<file path="src/rtl/p2s_sequencer.sv">
// Sequencer for the phase2speed datapath: buffers phase words, strobes samples on a
// programmable cadence, captures speed results and owns datapath reset/meanlen.
module p2s_sequencer #(
  parameter int         CAP_DELAY       = 1,
  parameter int         DEFAULT_DIV     = 5,
  parameter logic [3:0] DEFAULT_MEANLEN = 4'd4
) (
  input  logic               clock,
  input  logic               reset,
  input  logic               cfg_we,
  input  logic [7:0]         cfg_div,
  input  logic [3:0]         cfg_meanlen,
  output logic               cfg_busy,
  input  logic               in_valid,
  input  logic signed [18:0] in_phase,
  output logic               in_ready,
  output logic               p2s_reset,
  output logic               p2s_sample,
  output logic [3:0]         p2s_meanlen,
  output logic signed [18:0] p2s_phase,
  input  logic signed [15:0] p2s_speed,
  input  logic               p2s_ready,
  output logic               out_valid,
  output logic signed [15:0] out_speed,
  input  logic               out_ready,
  output logic               underrun,
  output logic               overrun
);

  localparam logic [7:0] MIN_DIV = 8'(CAP_DELAY + 1);
  localparam logic [7:0] RST_DIV = 8'(DEFAULT_DIV);

  typedef enum logic {S_FLUSH, S_RUN} state_t;

  state_t                 r_state;
  logic                   r_fcnt;
  logic [7:0]             r_div;
  logic [7:0]             r_cnt;
  logic [3:0]             r_meanlen;
  logic                   r_full;
  logic                   r_in_ready;
  logic signed [18:0]     r_phase;
  logic [CAP_DELAY-1:0]   r_cap_vld;
  logic                   r_out_valid;
  logic signed [15:0]     r_out_speed;
  logic                   r_underrun;
  logic                   r_overrun;

  logic                   w_restart;
  logic [7:0]             w_eff_div;
  logic [7:0]             w_eff_m1;
  logic                   w_tick;
  logic                   w_sample;
  logic                   w_load;
  logic                   w_capture;
  logic [CAP_DELAY-1:0]   w_cap_nxt;

  // A flush request in the tick cycle suppresses the strobe, so the sample gate
  // looks at the restart inputs directly.
  assign w_restart = reset || cfg_we;
  assign w_eff_div = (r_div < MIN_DIV) ? MIN_DIV : r_div;
  assign w_eff_m1  = w_eff_div - 8'd1;
  assign w_tick    = (r_state == S_RUN) && (r_cnt == 8'd0);
  assign w_sample  = w_tick && r_full && !w_restart;
  assign w_load    = in_valid && r_in_ready;
  assign w_capture = r_cap_vld[CAP_DELAY-1] && p2s_ready;

  always_comb begin
    w_cap_nxt    = '0;
    w_cap_nxt[0] = w_sample;
    for (int i = 1; i < CAP_DELAY; i++) begin
      w_cap_nxt[i] = r_cap_vld[i-1];
    end
  end

  always_ff @(posedge clock) begin
    if (w_restart) begin
      r_state     <= S_FLUSH;
      r_fcnt      <= 1'b0;
      r_full      <= 1'b0;
      r_in_ready  <= 1'b0;
      r_phase     <= '0;
      r_cap_vld   <= '0;
      r_out_valid <= 1'b0;
      r_underrun  <= 1'b0;
      r_overrun   <= 1'b0;
      if (reset) begin
        r_div       <= RST_DIV;
        r_meanlen   <= DEFAULT_MEANLEN;
        r_out_speed <= '0;
      end else begin
        r_div       <= cfg_div;
        r_meanlen   <= cfg_meanlen;
      end
    end else begin
      r_cap_vld <= w_cap_nxt;
      if (r_state == S_FLUSH) begin
        r_cnt  <= w_eff_m1;
        r_fcnt <= 1'b1;
        if (r_fcnt) begin
          r_state    <= S_RUN;
          r_in_ready <= 1'b1;
        end
      end else begin
        // Ticks keep their cadence whether or not a word is waiting.
        r_cnt <= w_tick ? w_eff_m1 : r_cnt - 8'd1;
        if (w_sample) begin
          r_full     <= 1'b0;
          r_in_ready <= 1'b1;
        end else begin
          if (w_tick) r_underrun <= 1'b1;
          if (w_load) begin
            r_full     <= 1'b1;
            r_in_ready <= 1'b0;
            r_phase    <= in_phase;
          end
        end
      end
      // Capture stage: a matured strobe with a valid result overwrites the output.
      if (w_capture) begin
        r_out_speed <= p2s_speed;
        r_out_valid <= 1'b1;
        if (r_out_valid && !out_ready) r_overrun <= 1'b1;
      end else if (r_out_valid && out_ready) begin
        r_out_valid <= 1'b0;
      end
    end
  end

  assign cfg_busy    = (r_state == S_FLUSH);
  assign p2s_reset   = (r_state == S_FLUSH);
  assign in_ready    = r_in_ready;
  assign p2s_sample  = w_sample;
  assign p2s_meanlen = r_meanlen;
  assign p2s_phase   = r_phase;
  assign out_valid   = r_out_valid;
  assign out_speed   = r_out_speed;
  assign underrun    = r_underrun;
  assign overrun     = r_overrun;

endmodule

</file>
<file path="config.mk">
export PLATFORM = sky130hd
export DESIGN_NAME = p2s_sequencer
export DESIGN_NICKNAME = d
export VERILOG_FILES = /design/src/rtl/p2s_sequencer.sv
export SDC_FILE = /design/constraint.sdc
export NUM_CORES = 1
export LEC_CHECK = 0
export CAP_MARGIN = 10
export CORE_UTILIZATION = 44
export CTS_CLUSTER_DIAMETER = 50
export DETAILED_ROUTE_END_ITERATION = 12
export PLACE_DENSITY_LB_ADDON = 0.2
export REMOVE_ABC_BUFFERS = 1
export SLEW_MARGIN = 20
export SYNTH_ARGS = -nofsm -noshare
export SYNTH_HDL_FRONTEND = slang
export SYNTH_SLANG_ARGS = --single-unit
</file>
<file path="constraint.sdc">
create_clock -name clock -period 2.6 [get_ports clock]
set_clock_uncertainty 0.1 [all_clocks]
set_input_delay 0.39 -clock clock [delete_from_list [all_inputs] [get_ports clock]]
set_output_delay 0.39 -clock clock [all_outputs]
set_load 0.005 [all_outputs]
</file>
==> run metrics, run 1 <==
status=finished, final reports clean; Die W=78.8 um; FF-to-FF setup slack=350 ps; # DRC=0; Worst EP required=2110 ps; final core occ=0.690; Post-Syn Instances=238; sequential element share of the synthesized area=0.625; NumNets Final=400; CTS tree=done; IO Pins=99; CP Capture Point=p2s_sample; pre-CTS setup slack=252 ps; Netlist cell types=39; Critical Path AT=1990 ps; 1st-iter DRT viols=101; worst hold slack=353 ps; root buf cell=clkbuf_8; Hold Crit Class=reg -> reg; DR vias=2064; die area=0.00620 mm2; Hold Fails Final Rpt=0; Die Ht=78.8 um; Final Power=2.20 mW; total CTS buffers=9; crit-path cells=nor4_4, nand4_1, nor2_1, clkdlybuf4s50_1; starting density of the core=0.462; Routed WL=5.96 mm; Slowest-stage cell, CP=clkdlybuf4s50_1; Mapped Area=0.00259 mm2; Max Used Layer=met4; average size of a mapped cell=10.9 um2; Leak Pwr=1.35 nW; CP Depth=4; site row count=27; port buffer count=98; dpl cells=404; Worst path top cell family by delay=simple AND/OR/NAND/NOR gates; Clk Latency, worst-skew pair=340 ps; first-pass GRT wire length=9.40 mm; Post-Layout Cell Count=422; CP bufs+invs=1; area leader, netlist=edfxtp_1; flops & latches, synth=63; GP Congestion=0.769; GRT Overall Usage=0.205; DRT antenna net count=0; period utilization=0.955; CTS Sinks=63; Fill cells=453; Pwr Density=569 mW/mm2; DRT Pass-1 Iters=4; Worst Setup Path Type=reg -> out; routed vias/inst=4.89; DR WL/cell=14.1 um; shortest period the worst path allows=2480 ps; Critical R2R Capture=r_cnt[6]; final count of negative-setup-slack endpoints=0; DR WL met2=2.86 mm; share of layout cells above drive strength 1=0.0886; CP max FO=4; P&R area growth vs syn=49.2%; RSZ-0062 raised after global routing=false; grt total ovfl=0; f_max=0.403 GHz; top cells by area, synth=edfxtp_1, dfxtp_1, nand2_1, a21oi_1, and2_1; largest net degree at the start of global routing=28; DP HPWL=4.25 mm; vias in the first global route=1977; final worst slack=116 ps; Clk pin slew, worst setup/hold paths=70 ps; Post-synth EDFFs=36; R2R Path Start=r_div[3]; initial antenna violation count=0; Synth top area share=0.417; Crit. Startpoint=r_cnt[4]; Worst setup SP type=flip-flop; ys async rst share=0; Worst VDD drop=404 uV; Routed met3 length=431 um; Final Max Tran Viols=0; crit-path max cell delay=520 ps; worst rel slew slack=0.621; worst-margin pin slew=563 ps; H-tree level count=3; Antenna diodes=0; Setup crit end kind=primary output; Max clock buf depth=2; Core Footprint=0.00561 mm2; Max Cap Violations=0; Top FF cell, synth=edfxtp_1; Met1 Wirelength=2.54 mm; Synth Warn #=0; Worst R2R Path Depth=7; CTS resizes=0
[state kept, by name, summed over array words and instances (netlist names)]
name,count
in_ready,1
r_full,1
r_state,1
r_cnt,8
r_div,8
out_valid,1
r_fcnt,1
underrun,1
p2s_meanlen,4
p2s_phase,19
r_cap_vld,1
out_speed,16
overrun,1
[timing repair]
item,in CTS,in global routing
buffers inserted,2,0
hold buffers,0,0
endpoints found under the setup margin,1,0
endpoints found under the hold margin,0,0
[routing by layer]
metal	vias to the layer above	track usage
met2	65	0.315
met3	11	0.0655
li1	1028	-
met1	960	0.258
met5	-	0
met4	0	0.106
[cell usage after synthesis (2+ instances only)]
master / n
nand2_1: 49
edfxtp_1: 36
dfxtp_1: 27
a21oi_1: 23
and2_1: 16
nor2_1: 16
nor2b_1: 9
clkbuf_1: 6
xor2_1: 5
xnor2_1: 4
inv_1: 3
mux2i_1: 3
nand3_1: 3
nor3_1: 3
o21ai_0: 3
or2_2: 3
a22oi_1: 2
a31oi_1: 2
buf_2: 2
buf_4: 2
ha_1: 2
or3_1: 2
[power by group]
group / internal, mW / switching (mW)
Combinational: 0.154 / 0.0868
Sequential: 1.11 / 0.0293
Clock: 0.456 / 0.365
Total: 1.72 / 0.481
[logic make-up (layout without fill, tap and decap cells)]
kind of cell / count (synthesis) / count (layout) / share of synthesized area
flip-flops: 63 / 63 / 0.625
XOR/XNOR: 9 / 9 / 0.0304
adder cells (fa/ha/maj): 2 / 2 / 0.00965
AND/OR/NAND/NOR: 108 / 108 / 0.205
multiplexers: 3 / 3 / 0.0116
AO/OA/AOI/OAI: 38 / 38 / 0.0893
buffers and inverters: 15 / 127 / 0.0285
[per-stage QoR]
step           instance area, um2  TNS (ps)
2_1_floorplan                2530     -3520
3_3_place_gp                 3660         0
3_5_place_dp                 3660         0
4_1_cts                      3870         0
5_1_grt                      3870         0
6_report                     3870         0
[worst register-to-register path, delay by kind of cell, from the launching register on]
kind / cells / cell delay, ps
AOI/OAI and AO/OA: 1 / 110
xor gates and xnor gates: 1 / 210
adders and majority gates: 1 / 200
DFF: 1 / 420
and+or+nand+nor: 4 / 940
[final cells by class]
cell class	count	area, um2	area share
flip-flops and latches	63	1620	0.419
repair buffers	107	1050	0.271
multi-input cells	160	897	0.232
clock buffers	14	184	0.0476
well taps	72	90.1	0.0233
inverters	4	15.0	0.00388
clock inverters	2	11.3	0.00291
[cells in the final DEF, fill, tap and decap left out, types with 2 or more instances in the layout]
cell type	instances
clkbuf_1	2
o21ai_0	3
nor2b_1	9
nor3_1	3
nand2_1	49
xor2_1	5
and2_1	16
edfxtp_1	36
clkbuf_8	11
nor2_1	16
a21oi_1	23
or3_1	2
buf_4	9
ha_1	2
xnor2_1	4
clkdlybuf4s50_1	98
or2_2	3
mux2i_1	3
inv_1	3
a31oi_1	2
nand3_1	3
dfxtp_1	27
a22oi_1	2
[worst min path at each step]
stage / depth (start not counted) / to / startpoint / slack [ps]
CTS: 2 / p2s_phase[15] / p2s_phase[15] / 350
global route: 2 / p2s_phase[2] / p2s_phase[2] / 380
global placement: 2 / p2s_phase[2] / p2s_phase[2] / 340
finish: 2 / p2s_phase[15] / p2s_phase[15] / 350
floorplan: 2 / underrun / underrun / 350
detailed placement: 2 / p2s_phase[15] / p2s_phase[15] / 350
No activity file was read; power rests on OpenSTA's default activity.
==> run 2, diff against run 1 <==
CTS_BUF_LIST = sky130_fd_sc_hd__clkbuf_4 sky130_fd_sc_hd__clkbuf_8 sky130_fd_sc_hd__clkbuf_16   (was not set)
==> run 2 against run 1 <==
Against the previous run:
- clock power increased by 2.8%
- maximum frequency decreased by 0.15%
- critical path type unchanged
- highest routed layer unchanged
- non-clock buffer count unchanged
- combinational power about the same
- clock-buffer cell count unchanged
- die area unchanged
- sequential share of layout area decreased by 0.081 points
- sequential power about the same
==> run metrics, run 2 (same netlist as run 1, synthesis figures left out) <==
RSZ-0062 raised after global routing=false; Post-Layout Cell Count=422 (unchanged); Setup crit end kind=primary output; vias in the first global route=1988 (+0.56%); Slowest-stage cell, CP=clkdlybuf4s50_1; routed vias/inst=4.88 (-0.24%); shortest period the worst path allows=2490 ps (+3.63 ps); H-tree level count=3 (unchanged); port buffer count=98 (unchanged); CTS tree=done; Core Footprint=0.00561 mm2 (unchanged); NumNets Final=400 (unchanged); P&R area growth vs syn=49.5%; worst hold slack=354 ps (+0.221 ps); GR peak layer=met2; die area=0.00620 mm2 (unchanged); Routed WL=5.94 mm (-0.42%); Max clock buf depth=2 (unchanged); DP HPWL=4.25 mm (unchanged); final core occ=0.691 (+0.00134); crit-path cells=nor4_4, nand4_1, nor2_1, clkdlybuf4s50_1; most common cell after layout, fill and taps aside=clkdlybuf4s50_1; final count of negative-setup-slack endpoints=0 (unchanged); CP max FO=4 (unchanged); 1st-iter DRT viols=89 (-12%); grt total ovfl=0 (unchanged); DP Area=0.00366 mm2 (unchanged); largest net degree at the start of global routing=28 (unchanged); Pwr Density=574 mW/mm2 (+0.84%); IO Pins=99 (unchanged); Die Ht=78.8 um (unchanged); initial antenna violation count=0 (unchanged); DR WL/cell=14.1 um (-0.42%); site row count=27 (unchanged); max FFs per register=19 (unchanged); first-pass GRT wire length=9.38 mm (-0.29%); Clk pin slew, worst setup/hold paths=70 ps (about the same); GRT met3 Usage=0.0690 (+0.00345); period utilization=0.957 (+0.00140); Leak Pwr=1.36 nW (+0.51%); hold buffer count at cts=0 (unchanged); CTS Sinks=63 (unchanged); Max Cap Violations=0 (unchanged); fin area=0.00387 mm2 (+0.19%); DRT Pass-1 Iters=4 (unchanged); Final Max Tran Viols=0 (unchanged); Worst Setup Path Type=reg -> out; Hold Crit Class=reg -> reg; Critical Path AT=2000 ps (about the same); GRT Overall Usage=0.204 (-0.00100); worst-margin pin slew=555 ps (-8.01 ps); share of layout cells above drive strength 1=0.0943 (+0.00571); # DRC=0 (unchanged); Worst EP required=2110 ps (about the same); total CTS buffers=9 (unchanged); DR vias=2059 (-0.24%); Clk Latency, worst-skew pair=330 ps (about the same); routing usage on met2=0.313 (-0.00174); status=finished, final reports clean; crit-path max cell delay=520 ps (about the same); root buf cell=clkbuf_8; Worst VDD drop=406 uV (+0.62%); Antenna diodes=0 (unchanged); starting density of the core=0.462 (unchanged); Hold Fails Final Rpt=0 (unchanged); worst rel slew slack=0.626 (+0.00539); Die W=78.8 um (unchanged); M1 GR Usage=0.255 (-0.00376); Worst setup SP type=flip-flop; GP Congestion=0.769 (unchanged); DRT antenna net count=0 (unchanged); f_max=0.402 GHz (-0.15%); Reg area=0.00162 mm2 (unchanged); dpl cells=404 (unchanged); commonest cells after routing, fill and taps aside=clkdlybuf4s50_1, nand2_1, edfxtp_1; Multi-input gate area=897 um2 (unchanged); CTS resizes=0 (unchanged); Fill cells=449 (-0.88%)
run 2: cell counts in the layout (fill, tap and decap cells not counted):
No cell type changed its count.
run 2: repair_timing:
| action | CTS | global route |
|---|---|---|
| setup endpoints to repair | 1 | 0 |
| setup buffers | 2 | 0 |
| endpoints found under the hold margin | 0 | 0 |
run 2: final cells by class:
cell class,count,share of cell area
repair buffers,107,0.271
well taps,72,0.0232
clock inverters,2,0.00291
clock buffers,14,0.0494
flip-flops and latches,63,0.418
multi-input cells,160,0.232
inverters,4,0.00387
run 2: power breakdown:
| group | internal (mW) | switching [mW] |
|---|---|---|
| combinational | 0.154 | 0.0867 |
| sequential | 1.11 | 0.0293 |
| clock | 0.477 | 0.367 |
run 2: final timing paths:
path	start	endpoint	slack, ps	cells past startpoint
worst max-delay path	r_cnt[4]	p2s_sample	110	4
worst min-delay path	p2s_phase[15]	p2s_phase[15]	350	2
worst max register to register	r_div[3]	r_cnt[6]	370	7
worst min register to register	p2s_phase[15]	p2s_phase[15]	350	2
run 2: critical path: cells and delay by family (launching register included):
family	cells	cell delay, ps
and+or+nand+nor	3	670
buffers and inverters	1	520
DFF	1	490
run 2: routing by layer:
layer | vias to the layer above | part of all wire
li1 | 1027 | -
met1 | 962 | 0.42
met2 | 60 | 0.48
met3 | 10 | 0.072
met4 | 0 | 0.020
met5 | - | 0
run 2: through the flow:
step           total power, mW  setup TNS, ps  setup WS, ps
6_report                  2.22              0           113
4_1_cts                   2.24              0          88.1
3_5_place_dp              1.40              0           252
5_1_grt                   2.30              0          17.8
2_1_floorplan             1.24          -3520          -203
3_3_place_gp              1.39              0           315
==> run 3, diff against run 2 <==
CTS_CLUSTER_DIAMETER = not set   (was 50)
GPL_TIMING_DRIVEN = 0   (was not set)
==> run 3 against run 2 <==
Against the previous run:
- routed wire length is 2.9% lower
- power is 1.4% lower
- highest routed layer unchanged
- first-iteration DRC count is 4.5% higher
- critical path type unchanged
- register-to-register slack better by 50 ps
==> run metrics, run 3 (same netlist as run 1, synthesis figures left out) <==
CTS tree=done; shortest period the worst path allows=2510 ps (+26.6 ps); DP HPWL=4.12 mm (-3.1%); Pwr Density=563 mW/mm2 (-2.0%); Worst VDD drop=388 uV (-4.4%); 1st-iter DRT viols=93 (+4.5%); Hold Fails Final Rpt=0 (unchanged); final count of negative-setup-slack endpoints=0 (unchanged); # DRC=0 (unchanged); Leak Pwr=1.37 nW (+0.64%); root buf cell=clkbuf_8; Core Footprint=0.00561 mm2 (unchanged); routed vias/inst=4.85 (-0.67%); DRT antenna net count=0 (unchanged); initial antenna violation count=0 (unchanged); largest net degree at the start of global routing=38 (+36%); CP max FO=4 (unchanged); DR WL/cell=13.6 um (-3.1%); Die Ht=78.8 um (unchanged); final core occ=0.695 (+0.00379); Worst EP required=2110 ps (about the same); grt total ovfl=0 (unchanged); Max Cap Violations=0 (unchanged); share of layout cells above drive strength 1=0.108 (+0.0140); max FFs per register=19 (unchanged); Final Max Tran Viols=0 (unchanged); most common cell after layout, fill and taps aside=clkdlybuf4s50_1; site row count=27 (unchanged); DRT Pass-1 Iters=4 (unchanged); FF-to-FF setup slack=420 ps (+50 ps); worst hold slack=353 ps (-0.634 ps); P&R area growth vs syn=50.3%; f_max=0.398 GHz (-1.1%); Max clock buf depth=2 (unchanged); Clk pin slew, worst setup/hold paths=70 ps (about the same); R2R Path Start=r_cnt[4]; HP Start=p2s_phase[5]; Clk Latency, worst-skew pair=330 ps (about the same); worst hold path depth=2 (unchanged); DR vias=2050 (-0.44%); Worst setup SP type=flip-flop; Die W=78.8 um (unchanged); port buffer count=98 (unchanged); GRT Overall Usage=0.202 (-0.00181); total CTS buffers=9 (unchanged); vias in the first global route=2043 (+2.8%); GP Congestion=0.755 (-1.8%); H-tree level count=3 (unchanged); Routed WL=5.77 mm (-2.9%); Critical Path AT=2020 ps (+20 ps); CTS Sinks=63 (unchanged); Setup crit end kind=primary output; Antenna diodes=0 (unchanged); status=finished, final reports clean; commonest cells after routing, fill and taps aside=clkdlybuf4s50_1, nand2_1, edfxtp_1; die area=0.00620 mm2 (unchanged); NumNets Final=401 (+0.25%); WHS Endpoint=p2s_phase[5]; starting density of the core=0.462 (unchanged); Worst R2R Path Depth=6 (-1); IO Pins=99 (unchanged); period utilization=0.967 (+0.0102); Critical R2R Capture=p2s_phase[7]; worst rel slew slack=0.423 (-0.204); worst-margin pin slew=866 ps (+311 ps); Worst Setup Path Type=reg -> out; first-pass GRT wire length=9.49 mm (+1.2%); Hold Crit Class=reg -> reg
==> run 3: cell count changes in the layout (fill, tap and decap cells not counted), sizes merged <==
cell	previous run	this run
dlygate4sd2	0	1
inv	4	3
clkinv	2	1
clkbuf	14	16
clkdlybuf4s50	98	97
buf	9	10
==> run 3: through the flow <==
step / worst slack, ps / cell area, um2 / TNS [ps] / power, mW / instances
3_5_place_dp: -533 / 3630 / -9960 / 1.40 / 398
2_1_floorplan: -203 / 2530 / -3520 / 1.24 / 227
5_1_grt: -32.7 / 3900 / -32.7 / 2.28 / 423
4_1_cts: 8.56 / 3850 / 0 / 2.22 / 417
3_3_place_gp: -2170 / 3600 / -85370 / 1.39 / 397
6_report: 86.0 / 3900 / 0 / 2.19 / 423
==> run 3: layout make-up <==
type                       count  area (um2)
clock buffer                  16         195
fill                         450        1710
inverter                       4        16.3
multi-input combinational    160         911
sequential                    63        1620
tap                           72        90.1
timing repair buffer         108        1060
==> run 3: metal layers <==
metal  up-vias  wire [um]  GRT usage
met5         -          0          0
met4         0        111     0.0926
met3        11        411     0.0759
met2        59       2830      0.328
met1       946       2410      0.237
li1       1034          -          -
==> run 3: report_power, final <==
part	switching, mW	total (mW)	leakage [nW]	internal [mW]
sequential	0.0270	1.14	0.571	1.11
combinational	0.0880	0.246	0.690	0.158
clock	0.341	0.810	0.105	0.468
total	0.456	2.19	1.37	1.74
==> run 3: repair_timing <==
action | in CTS | in global routing
hold endpoints to repair | 0 | 0
pin swaps | 2 | 2
hold buffers | 0 | 0
gates resized for setup | 2 | 1
setup buffers | 3 | 6
endpoints found under the setup margin | 2 | 1
==> run 3: worst max-delay path, cell delays in order (launching register included) <==
cell and delay [ps]:
edfxtp_1 450, nor4_4 330, nand4_1 240, nor2_1 150, clkdlybuf4s50_1 520
==> run 3: worst max path at each step <==
| stage | startpoint | endpoint | slack [ps] | cells after the start |
|---|---|---|---|---|
| 6_report | r_cnt[4] | p2s_sample | 90 | 4 |
| 5_1_grt | r_cnt[4] | p2s_sample | -30 | 4 |
| 4_1_cts | r_cnt[5] | p2s_sample | 9 | 4 |
| 3_5_place_dp | reset | p2s_sample | -530 | 6 |
| 3_3_place_gp | reset | underrun | -2170 | 4 |
| 2_1_floorplan | cfg_we | underrun | -200 | 3 |
